$ cat config.mk
export PLATFORM = sky130hd
export DESIGN_NAME = bram_bank_reader
export DESIGN_NICKNAME = d
export VERILOG_FILES = /design/src/rtl/bram_pkg.sv /design/src/rtl/bram_rsp_fifo.sv /design/src/rtl/bram_bank_reader.sv
export SDC_FILE = /design/constraint.sdc
export NUM_CORES = 1
export LEC_CHECK = 0
export ABC_AREA = 1
export CAP_MARGIN = 20
export CORE_MARGIN = 1
export CORE_UTILIZATION = 35
export DETAILED_ROUTE_END_ITERATION = 8
export PLACE_DENSITY_LB_ADDON = 0.15
export SKIP_CTS_REPAIR_TIMING = 1
export SYNTH_ARGS = -nofsm -noshare
export SYNTH_HDL_FRONTEND = slang
export SYNTH_SLANG_ARGS = --single-unit
$ cat constraint.sdc
create_clock -name clk_memory -period 2.1 [get_ports clk_memory]
set_clock_uncertainty 0.1 [all_clocks]
set_input_delay 0.63 -clock clk_memory [delete_from_list [all_inputs] [get_ports clk_memory]]
set_output_delay 0.63 -clock clk_memory [all_outputs]
set_load 0.01 [all_outputs]
$ cat src/rtl/bram_pkg.sv
// Shared helpers for the banked BRAM reader: width defaults, clog2 and the
// bank-select field arithmetic applied to a flat byte address.
package bram_pkg;

  localparam int DEFAULT_ADDR_WIDTH = 21;
  localparam int DEFAULT_DATA_WIDTH = 8;

  function automatic int clog2(input int value);
    int result;
    result = 0;
    for (int v = value - 1; v > 0; v = v >> 1) begin
      result++;
    end
    return result;
  endfunction

  // Both helpers work on a 64-bit zero-extended address so one definition
  // serves every parameterisation; callers keep only the bits they need.
  function automatic logic [63:0] bank_field(input logic [63:0] addr,
                                             input int bank_bit, input int sb);
    return (addr >> bank_bit) & ((64'd1 << sb) - 64'd1);
  endfunction

  function automatic logic [63:0] strip_bank(input logic [63:0] addr,
                                             input int bank_bit, input int sb);
    logic [63:0] low_mask;
    low_mask = (64'd1 << bank_bit) - 64'd1;
    return ((addr >> (bank_bit + sb)) << bank_bit) | (addr & low_mask);
  endfunction

endpackage

$ cat src/rtl/bram_rsp_fifo.sv
// Registered first-word-fall-through FIFO holding returned read data; the
// occupancy count is exported so the reader can derive request credits.
module bram_rsp_fifo import bram_pkg::*; #(
  parameter int WIDTH = 9,
  parameter int DEPTH = 4
) (
  input  logic                   clk,
  input  logic                   reset,
  input  logic                   push,
  input  logic [WIDTH-1:0]       push_data,
  input  logic                   pop,
  output logic [WIDTH-1:0]       pop_data,
  output logic [clog2(DEPTH):0]  count
);

  localparam int PW = clog2(DEPTH);

  logic [WIDTH-1:0] mem [DEPTH];
  logic [PW-1:0]    wr_ptr;
  logic [PW-1:0]    rd_ptr;
  logic             do_pop;

  assign do_pop   = pop && (count != '0);
  assign pop_data = mem[rd_ptr];

  always_ff @(posedge clk) begin
    if (push) begin
      mem[wr_ptr] <= push_data;
    end
  end

  // Pointers wrap naturally because DEPTH is a power of two.
  always_ff @(posedge clk or posedge reset) begin
    if (reset) begin
      wr_ptr <= '0;
      rd_ptr <= '0;
      count  <= '0;
    end else begin
      if (push) wr_ptr <= wr_ptr + 1'b1;
      if (do_pop) rd_ptr <= rd_ptr + 1'b1;
      case ({push, do_pop})
        2'b10:   count <= count + 1'b1;
        2'b01:   count <= count - 1'b1;
        default: count <= count;
      endcase
    end
  end

endmodule

$ cat src/rtl/bram_bank_reader.sv
// Multi-bank BRAM read engine: decodes the bank field, tracks read latency
// with a never-stalling tag pipeline and buffers data in an output FIFO.
module bram_bank_reader import bram_pkg::*; #(
  parameter int ADDR_WIDTH      = DEFAULT_ADDR_WIDTH,
  parameter int DATA_WIDTH      = DEFAULT_DATA_WIDTH,
  parameter int BANKS           = 2,
  parameter int BANK_BIT        = 3,
  parameter int BRAM_ADDR_WIDTH = 16,
  parameter int READ_LATENCY    = 1,
  parameter int FIFO_DEPTH      = 4,
  localparam int SB             = clog2(BANKS)
) (
  input  logic                              clk_memory,
  input  logic                              reset,
  input  logic                              req_valid,
  output logic                              req_ready,
  input  logic [ADDR_WIDTH-1:0]             req_addr,
  output logic                              rsp_valid,
  input  logic                              rsp_ready,
  output logic [DATA_WIDTH-1:0]             rsp_data,
  output logic [SB-1:0]                     rsp_bank,
  output logic                              busy,
  output logic [BANKS-1:0]                  bram_clk,
  output logic [BANKS-1:0]                  bram_en,
  output logic [BANKS-1:0]                  bram_we,
  output logic [BANKS*BRAM_ADDR_WIDTH-1:0]  bram_addr,
  output logic [BANKS*DATA_WIDTH-1:0]       bram_din,
  input  logic [BANKS*DATA_WIDTH-1:0]       bram_dout
);

  localparam int CW = clog2(FIFO_DEPTH) + 1;
  localparam int EW = SB + DATA_WIDTH;

  if (BANK_BIT + SB > ADDR_WIDTH) begin : g_bad_bank_bit
    $error("bank field exceeds ADDR_WIDTH");
  end
  if (FIFO_DEPTH < READ_LATENCY + 1) begin : g_bad_depth
    $error("FIFO_DEPTH must be at least READ_LATENCY+1");
  end
  if ((BANKS < 2) || ((BANKS & (BANKS - 1)) != 0)) begin : g_bad_banks
    $error("BANKS must be a power of two >= 2");
  end

  // Handshakes: a request transfers on a rising edge with req_valid &
  // req_ready, a response with rsp_valid & rsp_ready; valid never waits on ready.
  logic [63:0]                addr_ext;
  logic [63:0]                bank_ext;
  logic [63:0]                strip_ext;
  logic [SB-1:0]              req_bank;
  logic [BRAM_ADDR_WIDTH-1:0] bank_addr;
  logic                       unused_bits;
  logic                       accept;
  logic                       run;

  assign addr_ext    = 64'(req_addr);
  assign bank_ext    = bank_field(addr_ext, BANK_BIT, SB);
  assign strip_ext   = strip_bank(addr_ext, BANK_BIT, SB);
  assign req_bank    = bank_ext[SB-1:0];
  assign bank_addr   = strip_ext[BRAM_ADDR_WIDTH-1:0];
  assign unused_bits = ^{bank_ext[63:SB], strip_ext[63:BRAM_ADDR_WIDTH]};

  assign accept    = req_valid && req_ready;
  assign bram_clk  = {BANKS{clk_memory}};
  assign bram_we   = '0;
  assign bram_din  = '0;
  assign bram_addr = {BANKS{bank_addr}};

  always_comb begin
    bram_en = '0;
    for (int b = 0; b < BANKS; b++) begin
      bram_en[b] = accept && (req_bank == SB'(b));
    end
  end

  // Holds req_ready low until the first edge after reset is released.
  always_ff @(posedge clk_memory or posedge reset) begin
    if (reset) run <= 1'b0;
    else       run <= 1'b1;
  end

  logic [READ_LATENCY-1:0] tag_v;
  logic [SB-1:0]           tag_b [READ_LATENCY];

  always_ff @(posedge clk_memory or posedge reset) begin
    if (reset) begin
      tag_v <= '0;
      for (int i = 0; i < READ_LATENCY; i++) tag_b[i] <= '0;
    end else begin
      tag_v[0] <= accept;
      tag_b[0] <= req_bank;
      for (int i = 1; i < READ_LATENCY; i++) begin
        tag_v[i] <= tag_v[i-1];
        tag_b[i] <= tag_b[i-1];
      end
    end
  end

  logic                  push;
  logic [SB-1:0]         push_bank;
  logic [DATA_WIDTH-1:0] push_data;
  logic [EW-1:0]         head;
  logic [CW-1:0]         fifo_count;
  logic [CW:0]           used;

  assign push      = tag_v[READ_LATENCY-1];
  assign push_bank = tag_b[READ_LATENCY-1];
  assign push_data = bram_dout[push_bank*DATA_WIDTH +: DATA_WIDTH];

  bram_rsp_fifo #(
    .WIDTH (EW),
    .DEPTH (FIFO_DEPTH)
  ) u_fifo (
    .clk       (clk_memory),
    .reset     (reset),
    .push      (push),
    .push_data ({push_bank, push_data}),
    .pop       (rsp_ready),
    .pop_data  (head),
    .count     (fifo_count)
  );

  // Credits use only registered state, so rsp_ready never reaches req_ready.
  always_comb begin
    used = {1'b0, fifo_count};
    for (int i = 0; i < READ_LATENCY; i++) begin
      used = used + {{CW{1'b0}}, tag_v[i]};
    end
  end

  assign req_ready = run && (used < (CW+1)'(FIFO_DEPTH));
  assign rsp_valid = (fifo_count != '0);
  assign rsp_data  = rsp_valid ? head[DATA_WIDTH-1:0] : '0;
  assign rsp_bank  = rsp_valid ? head[EW-1:DATA_WIDTH] : '0;
  assign busy      = (|tag_v) || rsp_valid;

endmodule

==> results_dict.tcl <==
set metrics [dict create \
    outcome "finished with violations" \
    violations "negative setup slack" \
    end_kind "primary output" \
    synth_most_common_cell "inv_1" \
    multi_input_area_sq_um 764 \
    die-area_sq_mm 0.00770 \
    async_flop_share_pct 21.7 \
    synth_compound_area_share_pct 2.33 \
    synth_area_leader_cell "edfxtp_1" \
    area_growth_pct 22.3 \
    regArea_sq_mm 0.00133 \
    min_period_over_period_pct 105 \
    synthAdderAreaFrac_pct 3.21 \
    crit_chain "buf_6, nand2_2, nand3_2, a21oi_2, buf_2" \
    synth_area_sq_mm 0.00257 \
    post-dp-hpwl_um 2980 \
    antenna_found_initial 0 \
    drc_errors 0 \
    power.switching_mw 1.38 \
    dp_slack_ns -0.519 \
    drive_gt1_share_pct 28.4 \
    r2r_slack_ns 0.20 \
    timing.rr.end "u_fifo.count[2]" \
    insertion_delay_ns 0.40 \
    ir_worst_vdd_uv 607 \
    switching_share_pct 34.8 \
    yosys_warnings 0 \
    synth_xor_area_share_pct 1.02 \
    fin_util_pct 45.3 \
    n_fill_cell 678 \
    drtPass1Iterations 4 \
    pwr_density_cell_mw_per_mm2 1260 \
    synth_mux_area_share_pct 3.50 \
    synth_ff_type "edfxtp_1" \
    finalPower_mw 3.98 \
    rsz0062_at_grt "true" \
    crit_arrival_ns 1.47 \
    layout_min_cycle_time_ns 2.20 \
    cpPeakStageDelay_ns 0.48 \
    p_comb_share_pct 41.6 \
    yosysUniqueCellTypes 22 \
    synth.top_cells.by_area "edfxtp_1, buf_4, dfrtp_1" \
    synth_top_area_share_pct 42.0 \
    dp_cells 377 \
    cap_viol_max_count 0 \
    num_vias 1595 \
    drt-wirelength-per-cell_um 11.7 \
    sequentialPowerShare_pct 30.9 \
    nets 345 \
    routed_wl_um 4610 \
    path_clk_slew_ns 0.08 \
    path_buf_inv 2 \
    crit_required_ns 1.37 \
    setup_ws_ns -0.102 \
    synth_cells 270 \
    cts_tree "yes" \
    vias_per_cell 4.04 \
    met3_wirelength_um 268 \
    ys_seq_area_share_pct 51.8 \
    io_pins 107 \
    grt_max_degree 20 \
    worstSetupPathType "flop to primary output" \
    wl_met1_um 1960 \
    cp-start-kind "flop" \
    initial_core_util_pct 37.0 \
    highest_layer "met4" \
    reg2regPathDepth 12 \
    grt_pass1_wl_um 6950 \
    fp.coreArea_sq_mm 0.00694 \
    portBuffers 36 \
    hold_class "input pin to asynchronous set/reset pin" \
    cpMaxStageDelayCell "dfrtp_2" \
    row_count 30 \
    drtAntennaViolNets 0 \
    grt_usage_pct 12.9 \
    die_x_um 87.7 \
    fin_cells 395 \
    ys_ff_latch 46 \
    p_int_mw 2.59 \
    synth_commonest_cells "inv_1, buf_4, nand2_1" \
    grt_pass1_vias 1465 \
    post_dp_cell_area_sq_mm 0.00282 \
    synth_edf_count 36 \
    design_area_sq_mm 0.00315 \
    synthSimpleGateAreaFrac_pct 12.9 \
    insertedDiodeCount 0 \
    setup_viol 13 \
    synth_top_family_by_area "buffers and inverters" \
    final_hold_viol_count 0 \
    fmax_mhz 454 \
    p_clk_share_pct 27.5 \
    overflow 0 \
    leakage_nw 1.51 \
    dieHeight_um 87.7 \
    dr_wl_met2_um 2240 \
    critPathTopFamily "flip-flops" \
    first_iter_violations 69 \
    drv_slew 0 \
    path_max_fanout 5 \
    r2r-start "u_fifo.count[0]" \
    gp_congestion 0.679 \
    synth.avg_cell_area_sq_um 9.53 \
]
stage by stage:
stage | setup TNS, ns | hold WS (ns)
after floorplan | 0 | 0.342
after global placement | -2.70 | 0.359
after detailed placement | -2.73 | 0.359
after CTS | -7.92 | 0.379
after global routing | -1.79 | 0.418
final | -0.824 | 0.402
routing by layer:
metal	GRT usage, %	vias up
li1	-	820
met4	10.4	0
met2	19.2	51
met5	0	-
met3	4.43	14
met1	15.2	710
cells in the final DEF, fill, tap and decap left out, types with 3 or more instances in the layout:
master,Yosys,layout
a21oi_1,9,5
a21oi_2,0,4
buf_2,4,11
buf_4,53,14
buf_6,1,8
clkbuf_8,0,7
clkdlybuf4s50_1,0,18
conb_1,2,19
dfrtp_1,10,9
dlymetal6s2s_1,0,4
edfxtp_1,36,36
ha_1,5,5
inv_1,54,51
inv_2,2,3
mux2_2,8,8
nand2_1,51,42
nand2_2,0,8
nand3_1,22,13
nand3_2,1,8
state kept, by name, indices dropped and copies added, names as in the netlist:
register	flops
u_fifo.mem	36
run	1
push	1
u_fifo.wr_ptr	2
u_fifo.count	3
u_fifo.rd_ptr	2
push_bank	1
power groups by stage:
stage	Combinational (mW)	Clock, mW	Sequential [mW]
after floorplan	0.925	0.0785	1.20
after global placement	1.53	0.0969	1.22
after detailed placement	1.54	0.0969	1.22
after CTS	1.55	1.08	1.20
after global routing	1.83	1.16	1.25
final	1.65	1.09	1.23
worst reg2reg max path, stage by stage (launching register included):
cell,delay (ns)
dfrtp_1,0.41
inv_2,0.07
nand3_4,0.10
buf_6,0.12
nand2_1,0.05
inv_1,0.05
ha_1,0.16
inv_1,0.07
fa_1,0.38
nand2_1,0.11
nand3_1,0.08
nand2_1,0.06
nand2_1,0.04
cell families (layout without fill, tap and decap cells):
family,count (synthesis),count (layout)
flops,46,46
xor+xnor,3,3
buf+inv,115,127
compound gates,12,12
fa+ha+maj,6,6
simple gates,78,78
mux,8,8
other cells,2,19
area by class of cell:
cell class,instances,area share (%)
tap,96,3.82
multi-input combinational,126,24.3
sequential,46,42.4
clock inverter,3,2.03
timing repair inverter,1,0.159
timing repair buffer,55,15.4
inverter,57,7.24
clock buffer,11,4.73
how the worst max path moves through the flow:
stage	startpoint	endpoint	slack (ns)	cells after the start
after floorplan	clk_memory	bram_clk[0]	0.20	1
after global placement	req_valid	bram_en[0]	-0.49	4
after detailed placement	req_valid	bram_en[1]	-0.52	4
after CTS	u_fifo.rd_ptr[0]	rsp_data[0]	-0.62	5
after global routing	u_fifo.rd_ptr[0]	rsp_data[3]	-0.19	5
final	u_fifo.rd_ptr[0]	rsp_data[0]	-0.10	5
Power figures use the tool's default switching activity.
